===== config.mk =====
export PLATFORM = sky130hd
export DESIGN_NAME = forward_stall_unit
export DESIGN_NICKNAME = d
export VERILOG_FILES = /design/src/rtl/forward_stall_unit.sv
export SDC_FILE = /design/constraint.sdc
export NUM_CORES = 1
export LEC_CHECK = 0
export CAP_MARGIN = 20
export CORE_MARGIN = 2
export CORE_UTILIZATION = 47
export DETAILED_ROUTE_END_ITERATION = 8
export PLACE_DENSITY = 0.88
export SLEW_MARGIN = 15
export SYNTH_ARGS = -nofsm -noshare
export SYNTH_HDL_FRONTEND = slang
export SYNTH_SLANG_ARGS = --single-unit

===== constraint.sdc =====
create_clock -name CLOCK -period 2.16 [get_ports CLOCK]
set_input_delay 0.324 -clock CLOCK [delete_from_list [all_inputs] [get_ports CLOCK]]
set_output_delay 0.324 -clock CLOCK [all_outputs]
set_load 0.1 [all_outputs]

===== src/rtl/forward_stall_unit.sv =====
// forward_stall_unit
// Shadow tracker of the ID/EXE, EXE/MEM and MEM/WB destination/source fields.
// Produces forwarding-mux selects for the EXE ALU operands and the ID
// branch/jr comparator, and raises stall requests for load-use and
// branch-operand dependencies.
//
// Handshake: there is no valid/ready pair here. STALL_OUT is a level request
// that the hazard unit samples at negedge; the hazard unit answers with
// STALL_IDEXE / FLUSH_* levels that are consumed at the following posedge.
module forward_stall_unit #(
   parameter int REG_W = 5,
   parameter int CNT_W = 16
) (
   input  logic             CLOCK,
   input  logic             RESET,
   input  logic             ID_VALID,
   input  logic [REG_W-1:0] ID_RS,
   input  logic [REG_W-1:0] ID_RT,
   input  logic             ID_USES_RS,
   input  logic             ID_USES_RT,
   input  logic             ID_IS_BRANCH,
   input  logic [REG_W-1:0] ID_DEST,
   input  logic             ID_WRITES,
   input  logic             ID_IS_LOAD,
   input  logic             STALL_IDEXE,
   input  logic             FLUSH_IDEXE,
   input  logic             FLUSH_EXEMEM,
   input  logic             FLUSH_MEMWB,
   output logic             STALL_OUT,
   output logic [1:0]       FWD_A_EXE,
   output logic [1:0]       FWD_B_EXE,
   output logic [1:0]       FWD_A_ID,
   output logic [1:0]       FWD_B_ID,
   output logic [CNT_W-1:0] STALL_CNT
);

   // Forwarding-mux select encoding shared by all four selects.
   localparam logic [1:0] SEL_RF  = 2'b00;
   localparam logic [1:0] SEL_MEM = 2'b01;
   localparam logic [1:0] SEL_WB  = 2'b10;

   localparam logic [CNT_W-1:0] CNT_MAX = {CNT_W{1'b1}};
   localparam logic [CNT_W-1:0] CNT_ONE = {{(CNT_W-1){1'b0}}, 1'b1};

   // Stall sequencer. HOLD2 is encoded but never entered; it falls back to IDLE.
   typedef enum logic [1:0] {
      IDLE  = 2'b00,
      HOLD1 = 2'b01,
      HOLD2 = 2'b10
   } state_t;

   state_t state;
   state_t state_nxt;

   // EX shadow slot (instruction currently in ID/EXE).
   logic [REG_W-1:0] ex_rs;
   logic [REG_W-1:0] ex_rt;
   logic [REG_W-1:0] ex_dest;
   logic             ex_wr;
   logic             ex_load;

   // MEM shadow slot (instruction currently in EXE/MEM).
   logic [REG_W-1:0] mem_dest;
   logic             mem_wr;
   logic             mem_load;

   // WB shadow slot (instruction currently in MEM/WB).
   logic [REG_W-1:0] wb_dest;
   logic             wb_wr;

   // Dependency detection terms.
   logic       ex_hit_rs;
   logic       ex_hit_rt;
   logic       mem_hit_rs;
   logic       mem_hit_rt;
   logic       dep_ex;
   logic       dep_mem;
   logic [1:0] need;
   logic       ex_kill;

   // A producer matches a register only if it writes and the register is not r0.
   function automatic logic hit(input logic             wr,
                                input logic [REG_W-1:0] dest,
                                input logic [REG_W-1:0] r);
      return wr && (dest != '0) && (dest == r);
   endfunction

   // Youngest producer wins: a non-load in MEM beats anything in WB.
   // A load in MEM has no data yet, so it never forwards from EXE/MEM.
   function automatic logic [1:0] fwd_sel(input logic [REG_W-1:0] r,
                                          input logic             m_wr,
                                          input logic [REG_W-1:0] m_dest,
                                          input logic             m_load,
                                          input logic             w_wr,
                                          input logic [REG_W-1:0] w_dest);
      if (hit(m_wr, m_dest, r) && !m_load) begin
         return SEL_MEM;
      end else if (hit(w_wr, w_dest, r)) begin
         return SEL_WB;
      end
      return SEL_RF;
   endfunction

   // Work out how many stall cycles the instruction in ID needs (0, 1 or 2).
   always_comb begin
      need       = 2'd0;
      ex_hit_rs  = ID_USES_RS && hit(ex_wr, ex_dest, ID_RS);
      ex_hit_rt  = ID_USES_RT && hit(ex_wr, ex_dest, ID_RT);
      mem_hit_rs = ID_USES_RS && hit(mem_wr, mem_dest, ID_RS);
      mem_hit_rt = ID_USES_RT && hit(mem_wr, mem_dest, ID_RT);
      dep_ex     = ex_hit_rs || ex_hit_rt;
      dep_mem    = mem_hit_rs || mem_hit_rt;
      if (ID_VALID) begin
         if (ID_IS_BRANCH && ex_load && dep_ex) begin
            // Branch needs a load result that is two stages away from ID.
            need = 2'd2;
         end else if ((ex_load && dep_ex) ||
                      (ID_IS_BRANCH && !ex_load && dep_ex) ||
                      (ID_IS_BRANCH && mem_load && dep_mem)) begin
            need = 2'd1;
         end
      end
   end

   // Stall sequencer next state and stall request. A single-cycle need is
   // covered by the bubble the stall itself inserts, so only need=2 holds.
   always_comb begin
      state_nxt = state;
      STALL_OUT = 1'b0;
      case (state)
         IDLE: begin
            STALL_OUT = (need != 2'd0);
            if (need == 2'd2) begin
               state_nxt = HOLD1;
            end
         end
         HOLD1: begin
            STALL_OUT = 1'b1;
            state_nxt = IDLE;
         end
         HOLD2: begin
            state_nxt = IDLE;
         end
         default: begin
            state_nxt = IDLE;
         end
      endcase
   end

   // Stall sequencer state register.
   always_ff @(posedge CLOCK or posedge RESET) begin
      if (RESET) begin
         state <= IDLE;
      end else begin
         state <= state_nxt;
      end
   end

   // The ID instruction is dropped (bubble) on flush, on our own stall, or when ID is empty.
   assign ex_kill = FLUSH_IDEXE || STALL_OUT || !ID_VALID;

   // Advance the shadow pipeline. Flush beats stall; bubbles carry all-zero fields.
   always_ff @(posedge CLOCK or posedge RESET) begin
      if (RESET) begin
         ex_rs    <= '0;
         ex_rt    <= '0;
         ex_dest  <= '0;
         ex_wr    <= 1'b0;
         ex_load  <= 1'b0;
         mem_dest <= '0;
         mem_wr   <= 1'b0;
         mem_load <= 1'b0;
         wb_dest  <= '0;
         wb_wr    <= 1'b0;
      end else begin
         if (FLUSH_MEMWB) begin
            wb_dest <= '0;
            wb_wr   <= 1'b0;
         end else begin
            wb_dest <= mem_dest;
            wb_wr   <= mem_wr;
         end

         if (FLUSH_EXEMEM) begin
            mem_dest <= '0;
            mem_wr   <= 1'b0;
            mem_load <= 1'b0;
         end else begin
            mem_dest <= ex_dest;
            mem_wr   <= ex_wr;
            mem_load <= ex_load;
         end

         if (ex_kill) begin
            ex_rs   <= '0;
            ex_rt   <= '0;
            ex_dest <= '0;
            ex_wr   <= 1'b0;
            ex_load <= 1'b0;
         end else if (!STALL_IDEXE) begin
            ex_rs   <= ID_RS;
            ex_rt   <= ID_RT;
            ex_dest <= ID_DEST;
            ex_wr   <= ID_WRITES;
            ex_load <= ID_IS_LOAD;
         end
      end
   end

   // Count requested stall cycles, sticking at all-ones.
   always_ff @(posedge CLOCK or posedge RESET) begin
      if (RESET) begin
         STALL_CNT <= '0;
      end else if (STALL_OUT && (STALL_CNT != CNT_MAX)) begin
         STALL_CNT <= STALL_CNT + CNT_ONE;
      end
   end

   // Forwarding selects for the EXE operands and the ID comparator.
   always_comb begin
      FWD_A_EXE = fwd_sel(ex_rs, mem_wr, mem_dest, mem_load, wb_wr, wb_dest);
      FWD_B_EXE = fwd_sel(ex_rt, mem_wr, mem_dest, mem_load, wb_wr, wb_dest);
      FWD_A_ID  = fwd_sel(ID_RS, mem_wr, mem_dest, mem_load, wb_wr, wb_dest);
      FWD_B_ID  = fwd_sel(ID_RT, mem_wr, mem_dest, mem_load, wb_wr, wb_dest);
   end

endmodule


---- Yosys cells after proc, flatten, opt, wreduce, memory -nomap -nowiden ----
Index checks and enable logic that the tools add are counted.
cells by class
  add/subtract/negate cells ............... 1
  equality and inequality tests ........... 15
  mux-type cells .......................... 41
  reductions and logical operators ........ 43
operator list
  kind                   count
  $eq 5x5->1             10
  $mux 5                 8
  $mux 2                 16
  $logic_and 1x1->1      29
  $add 16x1->16 const B  1
  $mux 1                 16
  $ne 16x16->1 const B   1
  $reduce_bool 5->1      3
  $logic_or 1x1->1       6
  $logic_not 1->1        3
  $eq 2x1->1 const B     1
  $eq 2x2->1 const B     1
  $logic_not 2->1        1
  $ne 2x1->1 const B     1
  $ne 2x2->1 const B     1
  $pmux 1 s2             1
  $reduce_bool 2->1      1
word-level totals
  bits in registers ....................... 48
  logic and storage cells ................. 112

---- Depth between registers and ports, before layout ----
Gate-level depths: netlist of the first run.
  depth in word-level cells ............... 16
  mapped depth ............................ 9
  mapped depth without buffers ............ 8

---- Worst setup path after synthesis of the first run ----
No wires, ideal clock.
  path type ............................... register to output
  start point ............................. reg mem_dest[3]
  end point ............................... out FWD_B_ID[1]
  data arrival time ....................... 6197 ps
  path slack .............................. -4361 ps
  stages on the path, launching flop included .. 6
  path through ............................ dfrtp_1 -> buf_2 -> xor2_1 -> nor3_1 -> nor4b_1 -> nor4_1
on the way
  word-level cells in the longest chain between the ends .. 6
  elaborated cells between the ends (all ways) .. 8
  classes of those cells .................. eq/ne (1); mux (3); reduce/logical (4)
ends and longest elaborated chain
  item                                     line  RTL
  from (decl)                              63    logic [REG_W-1:0] mem_dest;
  from (signal assigned)                   189   mem_dest <= ex_dest;
  $reduce_bool 5->1                        85    return wr && (dest != '0) && (dest == r);
  $logic_and 1x1->1                        85
  $logic_and 1x1->1 (*)                    85
  $logic_and 1x1->1 (*)                    96    if (hit(m_wr, m_dest, r) && !m_load) begin
  $mux 2 / $mux 1 (equally long branches)  96
  $mux 2 (*)                               101   return SEL_RF;
  to (decl)                                33    output logic [1:0] FWD_B_ID,
Every way passes the cells marked *; elsewhere a longest branch is shown, timed or not.

---- Worst setup path after layout of the first run ----
  start point ............................. reg mem_dest[4]
  end point ............................... out FWD_B_ID[1]
Same word-level chain as after synthesis.

==> flow_summary.toml, run 1 <==
[global_routing]
grt_pass1_vias = 2380
gr-total-overflow = 0
grt_start_max_net_pins = 32
antenna_found_initial = 0
grt_pass1_wl_um = 11500
grt_usage_pct = 24.1

[clock_network]
clkSinkCount = 47
path_clk_slew_ns = 0.09
cts_buffers = 5
clk_latency_ns = 0.31
hold_buffers = 0
cts_tree = "yes"
cts_max_level = 2
cts_buffer_depth = 2
cts-root-buf = "clkbuf_8"

[final_layout]
area_delta_synth_final_pct = 56.9
instances_no_fill = 413
drive_gt1_share_pct = 42.2
final_util_pct = 75.5
finalInstanceArea_mm2 = 0.00410
finalNetCount = 368
antenna_cells = 0

[routing]
antenna_left = 0
drc = 0
wl_per_cell_um = 17.7
vias = 2233
wl_um = 7290
viasPerCell = 5.41
first_pass_iters = 4
drt-initial-drc-count = 139

[timing]
finalWorstSetupSlack_ns = -0.325
finalHoldViolCount = 0
slew-limit-headroom_pct = 56.2
setup_viol = 24
worst_hold_slack_ns = 0.325
tightest_slew_ns = 0.653
fin_worst_skew_ns = 0.0110
fin_crit_ns = 2.49
slew_viol_final = 0
rsz0062_at_grt = "true"
fin_crit_sh_pct = 115
finalSetupTns_ns = -4.68
max_freq_ghz = 0.402

[placement]
hpwlAfterDp_um = 5090
dp_slack_ns = -0.422
place_area_mm2 = 0.00367
gp_congestion = 0.896
placed_cells = 392
port_buffers = 51

[yosys]
synthAdderAreaFrac_pct = 0.478
yosysTopAreaCell = "dfrtp_1"
async_reset_ff_share_pct = 100
synth_top_family_by_area = "XOR/XNOR gates"
synth_seq_area_share_pct = 45.0
synth_area_per_cell_um2 = 10.6
synth_area_leaders = "dfrtp_1, xor2_1, xnor2_1"
synth_top_cell_area_share_pct = 45.0
synthCells = 247
synthSimpleGateAreaFrac_pct = 18.9
syn-num-nets = 275
synthMuxAreaShare_pct = 6.94
syn-cell-area_mm2 = 0.00262
synth_xor_area_share_pct = 21.4
ys_seq_elements = 47
synth-compound-area-share_pct = 4.07
synth_edf_count = 0
ys.flop_type = "dfrtp_1"
yosysUniqueCellTypes = 39
yosys_warnings = 0

[floorplan]
initial_core_util_pct = 48.1
fp.dieW_um = 78.6
num_io_pins = 52
die_height_um = 78.6
core_area_mm2 = 0.00544
die_area_mm2 = 0.00618
core.rowCount = 27

[critical_path]
critPathKind = "reg2out"
crit_buf_inv = 2
crit_required_ns = 1.84
worstSetupStartpointType = "flop"
crit_fanout = 2
crit_arrival_ns = 2.16
rrSetupSlack_ns = -0.25
rr_startpoint = "mem_dest[4]"
cp_slowest_cell = "or4_4"
crit_path_start = "mem_dest[4]"
r2r_cells = 10
cp-end-kind = "output port"
critical-path-top-delay-family = "simple AND/OR/NAND/NOR gates"
crit_chain = "or4_4 > o21ai_4 > buf_6 > nor4b_4 > nor4_4 > buf_12"
r2r_end = "STALL_CNT[1]"
slowest_delay_ns = 0.56

[pwr]
p_total_mw = 1.85
peakVddDrop_v = 0.000367
pwr_density_cell_mw_per_mm2 = 451
p_leak_nw = 1.95

[flow_run]
cap_violations = 0

[outcome]
outcome = "finished, violations left"
failed_checks = "negative setup slack"

[min_path]
holdCritPathClass = "in2async"
==> Yosys cell counts, types with 5 or more instances <==
library cell / number
buf_2: 5
clkbuf_1: 6
dfrtp_1: 47
mux2i_1: 17
nand2_1: 11
nand3_1: 7
nand4_1: 6
nor2_1: 22
nor2b_1: 15
nor4_1: 6
or4_1: 6
xnor2_1: 29
xor2_1: 35
==> per-layer routing <==
metal / vias to the layer above / GRT usage [%] / part of all wire, %
met4: 0 / 8.77 / 3.2
met5: - / 0 / 0
li1: 1029 / - / -
met1: 1102 / 26.9 / 38
met3: 22 / 4.14 / 4.1
met2: 80 / 45.6 / 55
==> worst register-to-register path, cell delays in order, from the launching register on <==
cell	delay [ns]
dfrtp_2	0.41
buf_4	0.16
xor2_1	0.16
nor3_1	0.24
buf_4	0.16
a32o_2	0.17
a31oi_4	0.13
buf_6	0.15
a21oi_4	0.22
buf_6	0.16
mux2_2	0.33
==> final cells by class <==
| class | count | area [um2] |
|---|---|---|
| clock buffers | 6 | 82.6 |
| flip-flops and latches | 47 | 1210 |
| clock inverters | 2 | 35.0 |
| repair buffers | 100 | 1020 |
| multi-input cells | 185 | 1670 |
| inverters | 1 | 3.75 |
| fillers | 351 | 1340 |
| well taps | 72 | 90.1 |
==> layout by cell type, fill, tap and decap left out, types with 2 or more instances in the layout <==
cell / count
buf_4: 49
xor2_1: 34
dfrtp_1: 31
xnor2_1: 22
nor2_1: 21
clkdlybuf4s50_1: 21
mux2i_1: 17
nor2b_1: 14
buf_6: 13
dfrtp_2: 11
buf_12: 11
nand2_1: 7
xnor2_2: 7
nand4_1: 6
nand3_2: 6
nor4_4: 6
clkbuf_8: 6
dfrtp_4: 5
or4_4: 5
dlygate4sd2_1: 5
and2_1: 2
or4_1: 2
nor3_1: 2
and3_4: 2
nand2_4: 2
nand3_1: 2
o21ai_2: 2
==> kinds of logic after synthesis <==
family	Yosys count
mux	18
xor+xnor	64
fa+ha+maj	1
compound gates	13
simple gates	89
flops	47
buf+inv	15
==> where the power goes <==
part	internal, mW	total [mW]	switching (mW)
Combinational	0.130	0.261	0.130
Sequential	0.893	0.912	0.0187
Clock	0.375	0.680	0.305
Total	1.40	1.85	0.454
==> state kept, by name, indices dropped and copies added, names as in the netlist <==
name	cells
ex_dest	5
state	1
mem_load	1
ex_load	1
wb_dest	5
ex_rt	5
ex_wr	1
wb_wr	1
mem_wr	1
mem_dest	5
STALL_CNT	16
ex_rs	5
==> worst max-delay path by stage <==
stage,to,cells after the start
global placement,STALL_CNT[3],10
floorplan,FWD_A_EXE[1],5
CTS,FWD_B_ID[1],5
global route,FWD_B_ID[1],6
finish,FWD_B_ID[1],6
detailed placement,STALL_CNT[13],9
==> repair_timing <==
item | in CTS | in global routing
setup endpoints to repair | 23 | 24
cloned | 1 | 0
buffers inserted | 8 | 7
pin swaps | 17 | 17
resized for setup | 43 | 12
Power figures use the tool's default switching activity.
==> inputs of run 2 (changes only) <==
- CELL_PAD_IN_SITES_DETAIL_PLACEMENT: not set -> 0
- CELL_PAD_IN_SITES_GLOBAL_PLACEMENT: not set -> 1
- CORE_UTILIZATION: 47 -> 36
- PLACE_DENSITY: 0.88 -> 0.87
==> flow_summary.toml, run 2 (synthesis gave the netlist of run 1 again) <==
[outcome]
outcome = "finished, violations left"
failed_checks = "negative setup slack"

[critical_path]
crit_arrival_ns = 2.12
crit_required_ns = 1.84
cp-end-kind = "output port"
worstSetupStartpointType = "input port"
critPathKind = "in2out"
crit_fanout = 4

[floorplan]
core_area_mm2 = 0.00714
num_io_pins = 52
die_height_um = 89.2
die_area_mm2 = 0.00796
initial_core_util_pct = 36.6
fp.dieW_um = 89.2
core.rowCount = 31

[min_path]
holdCritPathClass = "reg2reg"

[final_layout]
area_delta_synth_final_pct = 53.0
final_cell_mix = "buf_4, xor2_1, dfrtp_1"
finalNetCount = 362
final_util_pct = 56.1
largest_reg_flops = 16
final_common_cell = "buf_4"
finalInstanceArea_mm2 = 0.00400
max_flop_register = "STALL_CNT"
antenna_cells = 0
drive_gt1_share_pct = 39.1

[timing]
fin_worst_skew_ns = 0.0131
finalWorstSetupSlack_ns = -0.283
max_freq_ghz = 0.409
setup_viol = 11
rsz0062_at_grt = "true"
fin_crit_ns = 2.44
finalHoldViolCount = 0
slew-limit-headroom_pct = 60.0
tightest_slew_ns = 0.601
fin_crit_sh_pct = 113
slew_viol_final = 0

[global_routing]
antenna_found_initial = 0
grt_start_max_net_pins = 48
gr-total-overflow = 0
grt_pass1_vias = 2280
grt_pass1_wl_um = 11200
grt_usage_pct = 18.9

[routing]
vias = 2116
viasPerCell = 4.88
first_pass_iters = 4
antenna_left = 0
drc = 0
wl_um = 6770
wl_per_cell_um = 15.6
drt-initial-drc-count = 65

[pwr]
peakVddDrop_v = 0.000202
p_leak_nw = 1.83
pwr_density_cell_mw_per_mm2 = 431

[clock_network]
clkSinkCount = 47
path_clk_slew_ns = 0.08
cts_tree = "yes"
cts_max_level = 2
clk_latency_ns = 0.31
cts-root-buf = "clkbuf_8"
cts_buffer_depth = 2
cts_buffers = 5

[placement]
port_buffers = 51
gp_congestion = 0.831
dp_slack_ns = -0.385
hpwlAfterDp_um = 5010
place_area_mm2 = 0.00370

[flow_run]
cap_violations = 0
run 2: changes by cell type in the layout (fill, tap and decap cells not counted), sizes merged:
cell,previous run,this run
clkdlybuf4s50,21,20
dlygate4sd2,5,6
inv,0,1
buf,74,68
clkbuf,6,7
clkinv,2,1
bufinv,1,0
run 2: per-stage QoR:
stage	hold slack (ns)	instances	TNS, ns	power, mW
after CTS	0.482	432	-2.08	1.74
after global placement	0.473	420	-5.98	1.17
after floorplan	0.390	247	-3.21	1.05
after global routing	0.504	434	-3.08	1.80
final	0.480	434	-1.74	1.72
after detailed placement	0.475	420	-7.68	1.17
run 2: metal layers:
metal	up-vias	GRT usage, %	part of all wire, %
li1	1004	-	-
met1	1053	21.1	40
met2	49	35.1	54
met3	10	3.97	4.4
met4	0	6.65	1.8
met5	-	0	0
run 2: worst max-delay path, cell delays in order:
cell             delay [ns]
clkdlybuf4s50_1        0.52
xor2_1                 0.19
or4_4                  0.54
nor4_4                 0.33
buf_12                 0.21
run 2: report_power, final:
part           internal [mW]  switching, mW
clock network          0.259          0.301
logic                  0.124          0.129
registers              0.893         0.0174
run 2: path summary, 6_finish.rpt:
path | startpoint | cells after the start | slack (ns) | to
setup reg to reg | mem_dest[4] | 9 | -0.02 | STALL_CNT[1]
min in group asynchronous | RESET | 3 | 0.49 | ex_wr
setup / recovery | ID_RS[4] | 5 | -0.28 | FWD_A_ID[1]
max in group asynchronous | RESET | 3 | 1.20 | STALL_CNT[1]
hold / removal | STALL_CNT[4] | 1 | 0.48 | STALL_CNT[4]
hold reg to reg | STALL_CNT[4] | 1 | 0.48 | STALL_CNT[4]
run 2: final cells by class:
class	instances	area (um2)
timing repair buffer	94	926
clock inverter	1	5.00
multi-input combinational	185	1650
tap	99	124
clock buffer	7	86.3
sequential	47	1210
fill	652	3140
inverter	1	3.75
run 2: repair_timing:
action / in CTS / in global routing
endpoints found under the hold margin: 0 / 0
gates cloned: 0 / 0
pin swaps: 8 / 11
gates resized for setup: 30 / 15
setup buffers: 6 / 3
hold buffers: 0 / 0
setup endpoints to repair: 16 / 23
